**config.mk**
```make
export PLATFORM = sky130hd
export DESIGN_NAME = mem_arbiter
export DESIGN_NICKNAME = d
export VERILOG_FILES = /design/src/rtl/mem_arbiter.sv
export SDC_FILE = /design/constraint.sdc
export NUM_CORES = 1
export LEC_CHECK = 0
export CORE_MARGIN = 4
export CORE_UTILIZATION = 41
export DETAILED_ROUTE_END_ITERATION = 8
export PLACE_DENSITY = 0.86
export SYNTH_ARGS = -nofsm -noshare
export SYNTH_HDL_FRONTEND = slang
export SYNTH_SLANG_ARGS = --single-unit
```
**constraint.sdc**
```tcl
create_clock -name clk -period 2.4 [get_ports clk]
set_input_delay 0.6 -clock clk [delete_from_list [all_inputs] [get_ports clk]]
set_output_delay 0.6 -clock clk [all_outputs]
set_load 0.005 [all_outputs]
```
**src/rtl/mem_arbiter.sv**
```systemverilog
// mem_arbiter: one memory port shared by I-fill, D-fill and store traffic.
// Define ARB_RR_EN for round-robin I-miss vs D-miss arbitration.
module mem_arbiter #(
  parameter int ADDR_W        = 16,
  parameter int DATA_W        = 16,
  parameter int WORDS_PER_BLK = 8,
  parameter int MEM_LAT       = 4
) (
  input  logic                             clk,
  input  logic                             rst_n,
  input  logic                             i_miss_req,
  input  logic [ADDR_W-1:0]                i_miss_addr,
  input  logic                             d_miss_req,
  input  logic [ADDR_W-1:0]                d_miss_addr,
  input  logic                             d_wr_req,
  input  logic [ADDR_W-1:0]                d_wr_addr,
  input  logic [DATA_W-1:0]                d_wr_data,
  output logic                             mem_en,
  output logic                             mem_wr,
  output logic [ADDR_W-1:0]                mem_addr,
  output logic [DATA_W-1:0]                mem_wdata,
  input  logic [DATA_W-1:0]                mem_rdata,
  input  logic                             mem_rvalid,
  output logic [DATA_W-1:0]                fill_data,
  output logic [$clog2(WORDS_PER_BLK)-1:0] fill_word,
  output logic                             i_fill_we,
  output logic                             d_fill_we,
  output logic                             i_fill_done,
  output logic                             d_fill_done,
  output logic                             d_wr_ack,
  output logic                             busy
);

  localparam int IDX_W = $clog2(WORDS_PER_BLK);
  localparam int OFF_W = IDX_W + 1;
  localparam int CNT_W = IDX_W + 1;
  localparam int BLK_W = ADDR_W - OFF_W;
  localparam logic [CNT_W-1:0] NWORDS = CNT_W'(WORDS_PER_BLK);
  localparam logic [CNT_W-1:0] LAST   = CNT_W'(WORDS_PER_BLK - 1);
  localparam logic [CNT_W-1:0] ONE    = CNT_W'(1);
  localparam logic OWN_I = 1'b0;
  localparam logic OWN_D = 1'b1;

  if (WORDS_PER_BLK < 2 || (WORDS_PER_BLK & (WORDS_PER_BLK - 1)) != 0
      || MEM_LAT < 1) begin : g_bad_cfg
    $error("mem_arbiter: invalid WORDS_PER_BLK or MEM_LAT");
  end

  typedef enum logic [1:0] {
    S_IDLE  = 2'd0,
    S_WRITE = 2'd1,
    S_FILL  = 2'd2
  } state_e;

  state_e             state_q, state_d;
  logic               owner_q, owner_d;
  logic [BLK_W-1:0]   blk_q, blk_d;
  logic [CNT_W-1:0]   issue_cnt_q, issue_cnt_d;
  logic [CNT_W-1:0]   ret_cnt_q, ret_cnt_d;
  logic [ADDR_W-1:0]  wr_addr_q, wr_addr_d;
  logic [DATA_W-1:0]  wr_data_q, wr_data_d;
  logic               fill_req;
  logic               pick_own;
`ifdef ARB_RR_EN
  logic               last_fill_q, last_fill_d;
`endif

  logic unused_offsets;
  assign unused_offsets = ^{i_miss_addr[OFF_W-1:0], d_miss_addr[OFF_W-1:0]};

  // State and datapath registers; reset abandons any fill in flight.
  always_ff @(posedge clk or negedge rst_n) begin
    if (!rst_n) begin
      state_q     <= S_IDLE;
      owner_q     <= OWN_I;
      blk_q       <= '0;
      issue_cnt_q <= '0;
      ret_cnt_q   <= '0;
      wr_addr_q   <= '0;
      wr_data_q   <= '0;
`ifdef ARB_RR_EN
      last_fill_q <= OWN_I;
`endif
    end else begin
      state_q     <= state_d;
      owner_q     <= owner_d;
      blk_q       <= blk_d;
      issue_cnt_q <= issue_cnt_d;
      ret_cnt_q   <= ret_cnt_d;
      wr_addr_q   <= wr_addr_d;
      wr_data_q   <= wr_data_d;
`ifdef ARB_RR_EN
      last_fill_q <= last_fill_d;
`endif
    end
  end

  // Choose which cache a fill grant goes to.
  always_comb begin
    fill_req = i_miss_req | d_miss_req;
`ifdef ARB_RR_EN
    if (i_miss_req && d_miss_req) pick_own = ~last_fill_q;
    else                          pick_own = d_miss_req;
`else
    pick_own = d_miss_req ? OWN_D : OWN_I;
`endif
  end

  // Next state, grant latching and fill counters.
  always_comb begin
    state_d     = state_q;
    owner_d     = owner_q;
    blk_d       = blk_q;
    issue_cnt_d = issue_cnt_q;
    ret_cnt_d   = ret_cnt_q;
    wr_addr_d   = wr_addr_q;
    wr_data_d   = wr_data_q;
`ifdef ARB_RR_EN
    last_fill_d = last_fill_q;
`endif
    unique case (state_q)
      S_IDLE: begin
        priority case (1'b1)
          d_wr_req: begin
            state_d   = S_WRITE;
            wr_addr_d = d_wr_addr;
            wr_data_d = d_wr_data;
          end
          fill_req: begin
            state_d     = S_FILL;
            owner_d     = pick_own;
            blk_d       = pick_own ? d_miss_addr[ADDR_W-1:OFF_W]
                                   : i_miss_addr[ADDR_W-1:OFF_W];
            issue_cnt_d = '0;
            ret_cnt_d   = '0;
`ifdef ARB_RR_EN
            last_fill_d = pick_own;
`endif
          end
          default: ;
        endcase
      end
      S_WRITE: state_d = S_IDLE;
      S_FILL: begin
        if (issue_cnt_q < NWORDS) issue_cnt_d = issue_cnt_q + ONE;
        if (mem_rvalid) begin
          ret_cnt_d = ret_cnt_q + ONE;
          if (ret_cnt_q == LAST) state_d = S_IDLE;
        end
      end
      default: state_d = S_IDLE;
    endcase
  end

  // Memory port, fill strobes and pulses decoded from state.
  always_comb begin
    mem_en      = 1'b0;
    mem_wr      = 1'b0;
    mem_addr    = '0;
    mem_wdata   = '0;
    fill_data   = '0;
    fill_word   = '0;
    i_fill_we   = 1'b0;
    d_fill_we   = 1'b0;
    i_fill_done = 1'b0;
    d_fill_done = 1'b0;
    d_wr_ack    = 1'b0;
    busy        = (state_q != S_IDLE);
    unique case (state_q)
      S_WRITE: begin
        mem_en    = 1'b1;
        mem_wr    = 1'b1;
        mem_addr  = wr_addr_q;
        mem_wdata = wr_data_q;
        d_wr_ack  = 1'b1;
      end
      S_FILL: begin
        if (issue_cnt_q < NWORDS) begin
          mem_en   = 1'b1;
          mem_addr = {blk_q, issue_cnt_q[IDX_W-1:0], 1'b0};
        end
        if (mem_rvalid) begin
          fill_data = mem_rdata;
          fill_word = ret_cnt_q[IDX_W-1:0];
          i_fill_we = (owner_q == OWN_I);
          d_fill_we = (owner_q == OWN_D);
          if (ret_cnt_q == LAST) begin
            i_fill_done = (owner_q == OWN_I);
            d_fill_done = (owner_q == OWN_D);
          end
        end
      end
      default: ;
    endcase
  end

endmodule

```
* Yosys cells after proc, flatten, opt, wreduce, memory -nomap -nowiden
Cells that the tools add are included.
Storage, ports and cells: register bits after elaboration 55, input bits 86, output and inout bits 59, logic and storage cells 63
Cells by class: $add $sub $neg 2, magnitude comparators 1, equal/unequal tests 9, mux-type cells 33, bitwise operators 3, reduce and logical (&&, ||, !) cells 8
Operators by type and width (count):
- $mux W16 | 4
- $pmux W16 S2 | 1
- $mux W4 | 4
- $pmux W4 S2 | 2
- $mux W1 | 13
- $mux W12 | 1
- $ne A2 B2 Y1 const B | 5
- $add A4 B1 Y4 const B | 2
- $mux W2 | 4
- $reduce_and A4 Y1 | 2
- $mux W3 | 2
- $reduce_and A3 Y1 | 2
- $eq A4 B3 Y1 const B | 1
- $lt A4 B4 Y1 const B | 1
- $pmux W2 S2 | 1
- $reduce_bool A2 Y1 | 2
- $ne A3 B3 Y1 const B | 1
- $eq A2 B1 Y1 const B | 1
- $eq A2 B2 Y1 const B | 1
- $logic_not A2 Y1 | 1
- $not A1 Y1 | 2
- $pmux W1 S2 | 1
- $reduce_and A2 Y1 | 1
- $or A1 B1 Y1 | 1

* Logic depth before layout (Yosys ltp)
Gate-level depths: netlist of run 1.
depth after elaboration 4, mapped depth 7, depth with buffers taken out 5

* Worst setup path before layout of run 1
No wires, ideal clock.
path kind register to output, start point register state_q[0], end point output port mem_addr[14], data arrival time 1.384 ns, required time 1.800 ns, path slack 0.416 ns, cell stages (with the launch flop) 8, buffers on the path 2, cell sequence dfrtp_1 inv_1 ha_1 nor2b_1 clkbuf_1 buf_2 a22oi_1 nor2b_1
Between the ends: cells in the longest elaborated chain, start to end 2, elaborated cells on any way between the ends 3, those cells by class 2 x eq/ne; 1 x mux
RTL lines:
- start: declaration | RTL line 55 | state_e state_q, state_d;
- start signal: assignment | RTL line 85 | state_q <= state_d;
- $eq A2 B2 Y1 / $eq A2 B1 Y1 (equally long branches) | RTL line 169 | unique case (state_q)
- $pmux W16 S2 (*) | RTL line 169
- end: declaration | RTL line 20 | output logic [ADDR_W-1:0] mem_addr,
Every way passes the cells marked *; elsewhere a longest branch is shown, timed or not.

* Final worst setup path of run 1
start point register state_q[0], end point output port mem_addr[12]
Same word-level chain as after synthesis.

==> qor.csv, run 1 <==
stage,metric,value,unit
die,Initial Utilization,41.90,%
synthesis,syn_nets,356,
timing,Rel. slew slack,53.51,%
synthesis,most common cell in the synthesized netlist,mux2_2,
routing,Final ANT Viol Nets,0,
routing,Pre-antenna DRT Iters,4,
grt,Overflow after GRT,0,
synthesis,most area-consuming cells after synthesis,"dfrtp_1 46%, mux2_2 21%, and3_1 4.6%",
place,Setup WS pre-CTS,-0.1822,ns
routing,vias per cell,5.154,
clock_network,CTS buffer count,5,
grt,GRT Resource Usage Total,18.56,%
power,Clock power frac,11.4,%
critical_path,"critical path, cell by cell","buf_4, ha_4, buf_12, buf_4, a22oi_1, nor2b_1, dlygate4sd2_1",
clock_network,"Reg clk slew, reported paths",0.10,ns
cells_and_area,Layout Nets,514,
timing,Slew @ Worst Pin,0.6974,ns
die,die width,93.87,um
grt,vias in the first global route,2710,
critical_path,"most used cell, CP",buf_4,
synthesis,top_reg_cell synth,dfrtp_1,
grt,first-pass GRT wire length,13.00,mm
critical_path,CP max stage delay,0.40,ns
clock_network,worst skew pair latency,0.31,ns
critical_path,Critical Path Source Type,register,
critical_path,CP endpoint kind,primary output,
power,Switch Pwr,0.001599,W
synthesis,Netlist Area Pre-Place,3023,um2
routing,DR DRC count,0,
power,switch share,33.27,%
routing,Vias,2685,
critical_path,CP Max Fanout,7,
timing,setup ws final,-0.02164,ns
critical_path,Worst Path Arrival,1.82,ns
clock_network,hold_buf cts,0,
synthesis,part of the Yosys area used for sequential elements,45.53,%
critical_path,critical path's slowest cell,dfrtp_1,
routing,first-iteration detailed-routing DRC count,107,
power,register share of total power,34.1,%
timing,fin crit period,2.422,ns
timing,clk_skew,0.01093,ns
clock_network,clock tree sinks,55,
flow_run,Max Cap Viol,0,
critical_path,critical path class,register to primary output,
die,I/O pins,145,
die,full die area,8811,um2
place,Port-buffer cells,136,
grt,antenna violations before repair,0,
timing,final hold violations,0,
timing,Pins Over Slew Limit,0,
synthesis,syn avg cell area,11.49,um2
clock_network,htree depth,2,
synthesis,Yosys cell types,39,
synthesis,asr flop ratio synth,100.0,%
timing,Final setup viols,1,
synthesis,Synth top area share,45.53,%
power,cell area power density,960.2,nW/um2
place,post-DP HPWL,5.993,mm
timing,Tcrit/Tclk final,100.9,%
grt,pin count of the biggest net entering global routing,56,
cells_and_area,layout cell share with drive strength beyond 1,31.99,%
routing,routed length per instance,16.53,um
critical_path,Reg2Reg Depth,8,
timing,Hold Slack,0.3970,ns
place,routability cong.,0.7922,
synthesis,Ys Warns,0,
routing,WL final,8.610,mm
power,Max VDD drop,0.4735,mV
synthesis,Post-synth EDFFs,0,
synthesis,synthesized flop and latch total,55,
timing,Peak Freq,0.4129,GHz
power,P_int,0.003207,W
synthesis,"top cells by count, synth","57 x mux2_2, 55 x dfrtp_1, 22 x and3_1",
cells_and_area,diodes inserted,0,
critical_path,Worst EP required,1.80,ns
die,Die Span Y,93.87,um
die,cell row count,31,
clock_network,CTS tree,built,
outcome,outcome,finished with violations,
synthesis,Cells after Synth,263,
critical_path,flop2flop setup slack,0.47,ns
worst_hold_path,Hold Crit Class,input port to async pin,
timing,RSZ-0062 raised after global routing,true,
cells_and_area,Area Overhead vs Synth,65.60,%
clock_network,CTS max path bufs,2,
power,Leak,2.648,nW
synthesis,Yosys top cell by area,dfrtp_1,
outcome,failing checks,setup timing,
power,Comb pwr share,54.5,%
clock_network,Root Driver,clkbuf_8,
die,core area,7214,um2
==> placed cells by master (no fill, tap or decap), drive strengths merged, types with 2 or more instances in the layout <==
cell           count
a22oi             15
clkbuf            16
nand3              3
and2              17
nor3               3
dfrtp             55
inv                5
o311ai             2
nor2               4
dlymetal6s2s      29
mux2i              2
nand2b             2
nor2b             22
ha                 7
o21ai              3
clkdlybuf4s50     83
and3              22
a221o              2
dlygate4sd2       11
mux2              57
nand3b             3
nand2              5
buf               36
==> path summary, 6_finish.rpt <==
path                              start            to
max in group asynchronous         rst_n  wr_data_q[2]
setup reg to reg             state_q[0]  ret_cnt_q[3]
hold / removal                    rst_n  ret_cnt_q[3]
setup / recovery             state_q[0]  mem_addr[12]
hold reg to reg            wr_data_q[8]  wr_data_q[8]
min in group clk           wr_data_q[8]  wr_data_q[8]
==> power by group through the flow <==
stage | clock [W] | combinational [W] | sequential (W)
4_1_cts | 0.000554 | 0.00247 | 0.00160
3_5_place_dp | 0 | 0.00225 | 0.00162
2_1_floorplan | 0 | 0.00128 | 0.00154
6_report | 0.000548 | 0.00262 | 0.00164
5_1_grt | 0.000595 | 0.00282 | 0.00169
3_3_place_gp | 0 | 0.00219 | 0.00158
==> per-stage QoR <==
step	area, um2	setup TNS (ns)	power, W	cells	util (%)
after global routing	5006	-0.2332	0.005109	521	69.39
after CTS	4821	-2.546	0.004627	513	66.82
after detailed placement	4564	-3.300	0.003872	495	63.27
after floorplan	3023	0	0.002814	263	-
final	5006	-0.02164	0.004807	521	69.39
after global placement	4564	-2.939	0.003769	495	63.27
==> timing repair <==
action | CTS | global route
cloned | 2 | 1
pin swaps | 0 | 2
endpoints found under the setup margin | 56 | 51
gates resized for setup | 38 | 70
buffers inserted | 8 | 7
==> routing by layer <==
layer	vias to the layer above	track usage (%)	wire length, um
met5	-	0	0
met4	0	4.332	142
met3	14	4.808	600
met2	108	34.24	4534
met1	1307	21.31	3333
li1	1256	-	-
==> state kept, by name (all words and copies together), names as in the netlist <==
register,cells
owner_q,1
blk_q,12
state_q,2
wr_addr_q,16
issue_cnt_q,4
wr_data_q,16
ret_cnt_q,4
==> critical path, delay by kind of cell (launching register included) <==
family                     cells  cell delay, ns
AOI/OAI and AO/OA              1            0.18
adders and majority gates      1            0.17
buffers and inverters          4            0.72
DFF                            1            0.40
and+or+nand+nor                1            0.06
==> final cells by class <==
cell class,instances,area (um2)
flip-flops and latches,55,1376
clock inverters,2,13.76
well taps,99,123.9
inverters,4,15.01
repair buffers,171,1762
clock buffers,6,82.58
multi-input cells,184,1633
fillers,533,2208
==> cell families (layout without fill, tap and decap cells) <==
family                   Yosys count  count (layout)  share of synthesized area (%)
buffers and inverters             24             183                          3.932
AND/OR/NAND/NOR                   84              84                          16.80
flip-flops                        55              55                          45.53
multiplexers                      59              59                          21.90
adder cells (fa/ha/maj)            7               7                          2.897
AO/OA/AOI/OAI                     34              34                          8.941
No activity file was read; power rests on OpenSTA's default activity.
==> run 2: changes to the inputs <==
--- a/config.mk
+++ b/config.mk
@@ -7,6 +7,7 @@
 export LEC_CHECK = 0
 export CORE_MARGIN = 4
 export CORE_UTILIZATION = 41
+export CTS_CLUSTER_DIAMETER = 50
 export DETAILED_ROUTE_END_ITERATION = 8
 export PLACE_DENSITY = 0.86
 export SYNTH_ARGS = -nofsm -noshare
==> results of run 2 <==
No change in the layout: final DEF, timing and power equal those of run 1.
==> run 3: changes to the inputs <==
--- a/config.mk
+++ b/config.mk
@@ -5,9 +5,9 @@
 export SDC_FILE = /design/constraint.sdc
 export NUM_CORES = 1
 export LEC_CHECK = 0
-export CORE_MARGIN = 4
 export CORE_UTILIZATION = 41
 export CTS_CLUSTER_DIAMETER = 50
+export CTS_CLUSTER_SIZE = 12
 export DETAILED_ROUTE_END_ITERATION = 8
 export PLACE_DENSITY = 0.86
 export SYNTH_ARGS = -nofsm -noshare
==> run 3 against run 2 <==
Effect of this change: the flow now finishes without violations; sequential cell count unchanged; worst hold slack worse by 0.13 ns; count of clock-buffer cells in the layout unchanged; worst setup slack better by 0.066 ns; combinational power down 3%; core utilization up 1.9 points; critical path depth down 2; highest routed layer unchanged.
==> qor.csv, run 3 (synthesized netlist as in run 1, its figures left out) <==
stage,metric,value,unit
die,full die area,7720,um2
timing,Rel. slew slack,68.80,%
routing,vias per cell,5.160,
cells_and_area,register area,1378,um2
place,routability cong.,0.8176,
routing,routed length per instance,16.00,um
clock_network,hold_buf cts,0,
timing,fin crit period,2.355,ns
die,Initial Utilization,43.53,%
clock_network,worst skew pair latency,0.31,ns
cells_and_area,Filler Cells Inserted,480,
routing,Final ANT Viol Nets,0,
cells_and_area,diodes inserted,0,
clock_network,"Reg clk slew, reported paths",0.10,ns
critical_path,CP endpoint kind,primary output,
critical_path,Worst Path Arrival,1.76,ns
clock_network,CTS buffer count,5,
critical_path,Reg2Reg Depth,7,
cells_and_area,Regs by FF count,"wr_addr_q x16, wr_data_q x16, blk_q x12",
grt,vias in the first global route,2627,
timing,Final setup viols,0,
grt,GRT Resource Usage Total,21.53,%
timing,clk_skew,0.004957,ns
die,die width,87.87,um
timing,Peak Freq,0.4246,GHz
clock_network,CTS tree,built,
power,Max VDD drop,0.4661,mV
grt,Overflow after GRT,0,
clock_network,clock tree sinks,55,
power,cell area power density,948.7,nW/um2
critical_path,Critical path origin,state_q[1],
critical_path,critical path class,register to primary output,
routing,DR DRC count,0,
timing,Slew @ Worst Pin,0.4563,ns
timing,Pins Over Slew Limit,0,
die,core area,6944,um2
cells_and_area,"most common cell after layout, fill and taps aside",clkdlybuf4s50_1,
cells_and_area,Layout Nets,515,
grt,antenna violations before repair,0,
critical_path,CP Max Fanout,17,
clock_network,htree depth,2,
routing,first-iteration detailed-routing DRC count,117,
cells_and_area,layout cell share with drive strength beyond 1,30.97,%
routing,Pre-antenna DRT Iters,4,
routing,Vias,2678,
flow_run,Max Cap Viol,0,
grt,first-pass GRT wire length,12.94,mm
place,placed cell count,493,
critical_path,Critical Path Source Type,register,
die,cell row count,30,
critical_path,Reg-to-Reg Start,state_q[1],
cells_and_area,Area Overhead vs Synth,63.74,%
worst_hold_path,Hold Crit Class,input port to async pin,
grt,pin count of the biggest net entering global routing,56,
cells_and_area,Final Instance Count excl. Fillers,519,
clock_network,Root Driver,clkbuf_8,
clock_network,CTS max path bufs,2,
place,Port-buffer cells,136,
outcome,outcome,"complete, no violations",
die,I/O pins,145,
die,Die Span Y,87.87,um
place,post-DP HPWL,5.755,mm
critical_path,Worst EP required,1.80,ns
place,Setup WS pre-CTS,-0.1861,ns
power,Leak,2.660,nW
cells_and_area,area occupied by multi-input gates,1600,um2
routing,WL final,8.302,mm
timing,final hold violations,0,
timing,setup ws final,0.04471,ns
timing,Tcrit/Tclk final,98.14,%
cells_and_area,most frequent cells in the layout,"77 x clkdlybuf4s50_1, 57 x mux2_2, 54 x dfrtp_1",
==> run 3: changes by cell type in the layout (fill, tap and decap cells not counted), moves of 2 or more <==
cell / change
dlygate4sd2_1: +7
a22oi_1: +6
buf_2: -2
clkbuf_2: +3
a22oi_2: -6
clkdlybuf4s50_1: -6
==> run 3: layer usage <==
metal  up-vias  routed length [um]  global-route usage, %
li1       1261                   -                      -
met1      1322                3444                  27.85
met2        87                4393                  37.28
met3         8                 369                  3.676
met4         0                  95                  5.663
met5         -                   0                      0
==> run 3: path summary, 6_finish.rpt <==
check / slack (ns) / end
max: 0.04 / mem_wr
min: 0.27 / wr_data_q[11]
max reg2reg: 0.44 / blk_q[2]
min reg2reg: 0.51 / wr_data_q[14]
max in group asynchronous: 1.88 / ret_cnt_q[0]
min in group clk: 0.51 / wr_data_q[14]
==> run 3: where the power goes <==
group	switching (W)	total [W]	internal, W
Combinational	0.000985	0.00253	0.00154
Sequential	0.000255	0.00162	0.00136
Clock	0.000318	0.000555	0.000237
Total	0.00156	0.00470	0.00314
==> run 3: critical path, cell delays in order (launching register included) <==
cell and delay [ns]:
dfrtp_1 0.43, inv_2 0.11, ha_4 0.17, buf_12 0.11, buf_16 0.12, clkdlybuf4s50_1 0.50
==> run 3: what timing repair did <==
item	CTS	global route
setup endpoints to repair	56	40
resized for setup	44	63
gates cloned	1	1
pin swaps	0	1
setup buffers	6	10
==> run 3: area by class of cell <==
class | count | share of cell area, %
tap | 96 | 2.427
clock inverter | 2 | 0.2781
sequential | 55 | 27.83
multi-input combinational | 184 | 32.33
timing repair buffer | 172 | 35.16
inverter | 4 | 0.3033
clock buffer | 6 | 1.668
==> run 3: stage by stage <==
| step | hold WS, ns | setup TNS [ns] | cell area (um2) | power [W] | utilization [%] |
|---|---|---|---|---|---|
| after global placement | 0.4790 | -3.197 | 4581 | 0.003776 | 65.96 |
| after floorplan | 0.3044 | 0 | 3023 | 0.002814 | - |
| final | 0.2711 | 0 | 4950 | 0.004696 | 71.28 |
| after CTS | 0.2723 | -4.418 | 4771 | 0.004528 | 68.70 |
| after global routing | 0.2710 | -0.02057 | 4950 | 0.005004 | 71.28 |
| after detailed placement | 0.4869 | -3.627 | 4581 | 0.003868 | 65.96 |
==> RTL change: new RTL, settings of run 3 <==
Set the parameter `DATA_W` to 24 (it was 16).
--- a/src/rtl/mem_arbiter.sv
+++ b/src/rtl/mem_arbiter.sv
@@ -4,3 +4,3 @@
   parameter int ADDR_W        = 16,
-  parameter int DATA_W        = 16,
+  parameter int DATA_W        = 24,
   parameter int WORDS_PER_BLK = 8,
Ports: changed (resized d_wr_data, fill_data, mem_rdata and mem_wdata); port bits go from 145 to 177. The function was not compared with the original's and may differ.
==> RTL change against run 3 <==
Setup slack better by 0.018 ns; synthesized area rose by 13%; via count up 15%; cell area grew 14%; sequential cell count up 8; total power is 20% higher; non-clock buffer count grew 35; wire length grew 26%.
==> RTL change: results (changes against run 3) <==
* Reported clock group power at 900 µW (+62%)
* Slew at the pin closest to its max-slew limit at 0.654 ns (+0.198 ns)
* Share of total power in sequential cells at 0.328 (-0.016)
* Clock transition at the registers of the reported paths at 0.07 ns (-0.03 ns)
* Regs by FF count: wr_data_q (24), wr_addr_q (16), blk_q (12)
* Setup slack at placement at -0.243 ns (-0.0572 ns)
* GRT met2 Usage at 0.474 (+0.101)
* Layout sequential cell count at 63 (+15%)
* Delay of the slowest critical-path stage at 0.45 ns (-0.05 ns)
* Total nets after synthesis at 403 (+13%)
* Total routing usage reported by global routing at 0.250 (+0.0351)
* Leading cell types by total area after synthesis: dfrtp_1 (46%), mux2_2 (22%), and3_1 (5.3%)
* Placed instance area at 5310 µm² (+16%)
* Number of cells traversed by the worst register-to-register path at 9 (+2)
* Leakage power at 2.73 nW (+2.5%)
* Routed wire length at 10.5 mm (+26%)
* Capture instance of the worst register-to-register path: issue_cnt_q[2]$_DFFE_PN0P_
* Synth top cells by count: mux2_2 (65), dfrtp_1 (63), and3_1 (29)
* Syn avg cell area at 11.6 µm² (+0.67%)
* Worst Skew at 0.00479 ns (-0.000166 ns)
* Initial drt markers at 209 (+79%)
* Top fanout value on the critical path at 8 (-9)
* Part of the Yosys area used for sequential elements at 0.463 (+0.00811)
* Run status: completed
* Fraction of final layout cells sized beyond drive strength 1 at 0.340 (+0.0304)
* Signal buffers share of area at 0.345 (-0.00623)
* CP Capture Point: fill_data[20]
* Sequential cell area share at 0.280 (+0.00141)
* Largest net degree at the start of global routing at 42 (-25%)
* Total number of vias at 3091 (+15%)
* Slack of the worst reg-to-reg path at 0.15 ns (-0.29 ns)
* Synthesized-area fraction occupied by ao, oa, aoi and oai cells at 0.0824 (-0.00702)
* DP Wirelength at 6.92 mm (+20%)
* # clk buffers at 12 (+6)
* Number of ordinary and repair buffers in the finished layout at 207 (+20%)
* Share of the final layout cell area in multi-input gates at 0.315 (-0.00787)
* Global placement routability congestion at 0.814 (-0.48%)
* Number of search-and-repair iterations in the first detailed-routing pass at 6 (+2)
* Met1 capacity usage during global routing at 0.277 (-0.00181)
RTL change: how the worst min path moves through the flow:
stage | from | to | slack, ns
after floorplan | rst_n | blk_q[0]$_DFFE_PN0P_ | 0.30
after global placement | wr_data_q[2]$_DFFE_PN0P_ | wr_data_q[2]$_DFFE_PN0P_ | 0.48
after detailed placement | wr_data_q[12]$_DFFE_PN0P_ | wr_data_q[12]$_DFFE_PN0P_ | 0.49
after CTS | rst_n | wr_addr_q[10]$_DFFE_PN0P_ | 0.27
after global routing | rst_n | wr_addr_q[10]$_DFFE_PN0P_ | 0.29
final | rst_n | wr_addr_q[10]$_DFFE_PN0P_ | 0.26
RTL change: timing repair:
action / in CTS / in global routing
hold buffers: 0 / 0
pin swaps: 1 / 2
cloned: 5 / 0
endpoints found under the setup margin: 74 / 40
resized for setup: 132 / 42
buffers inserted: 14 / 1
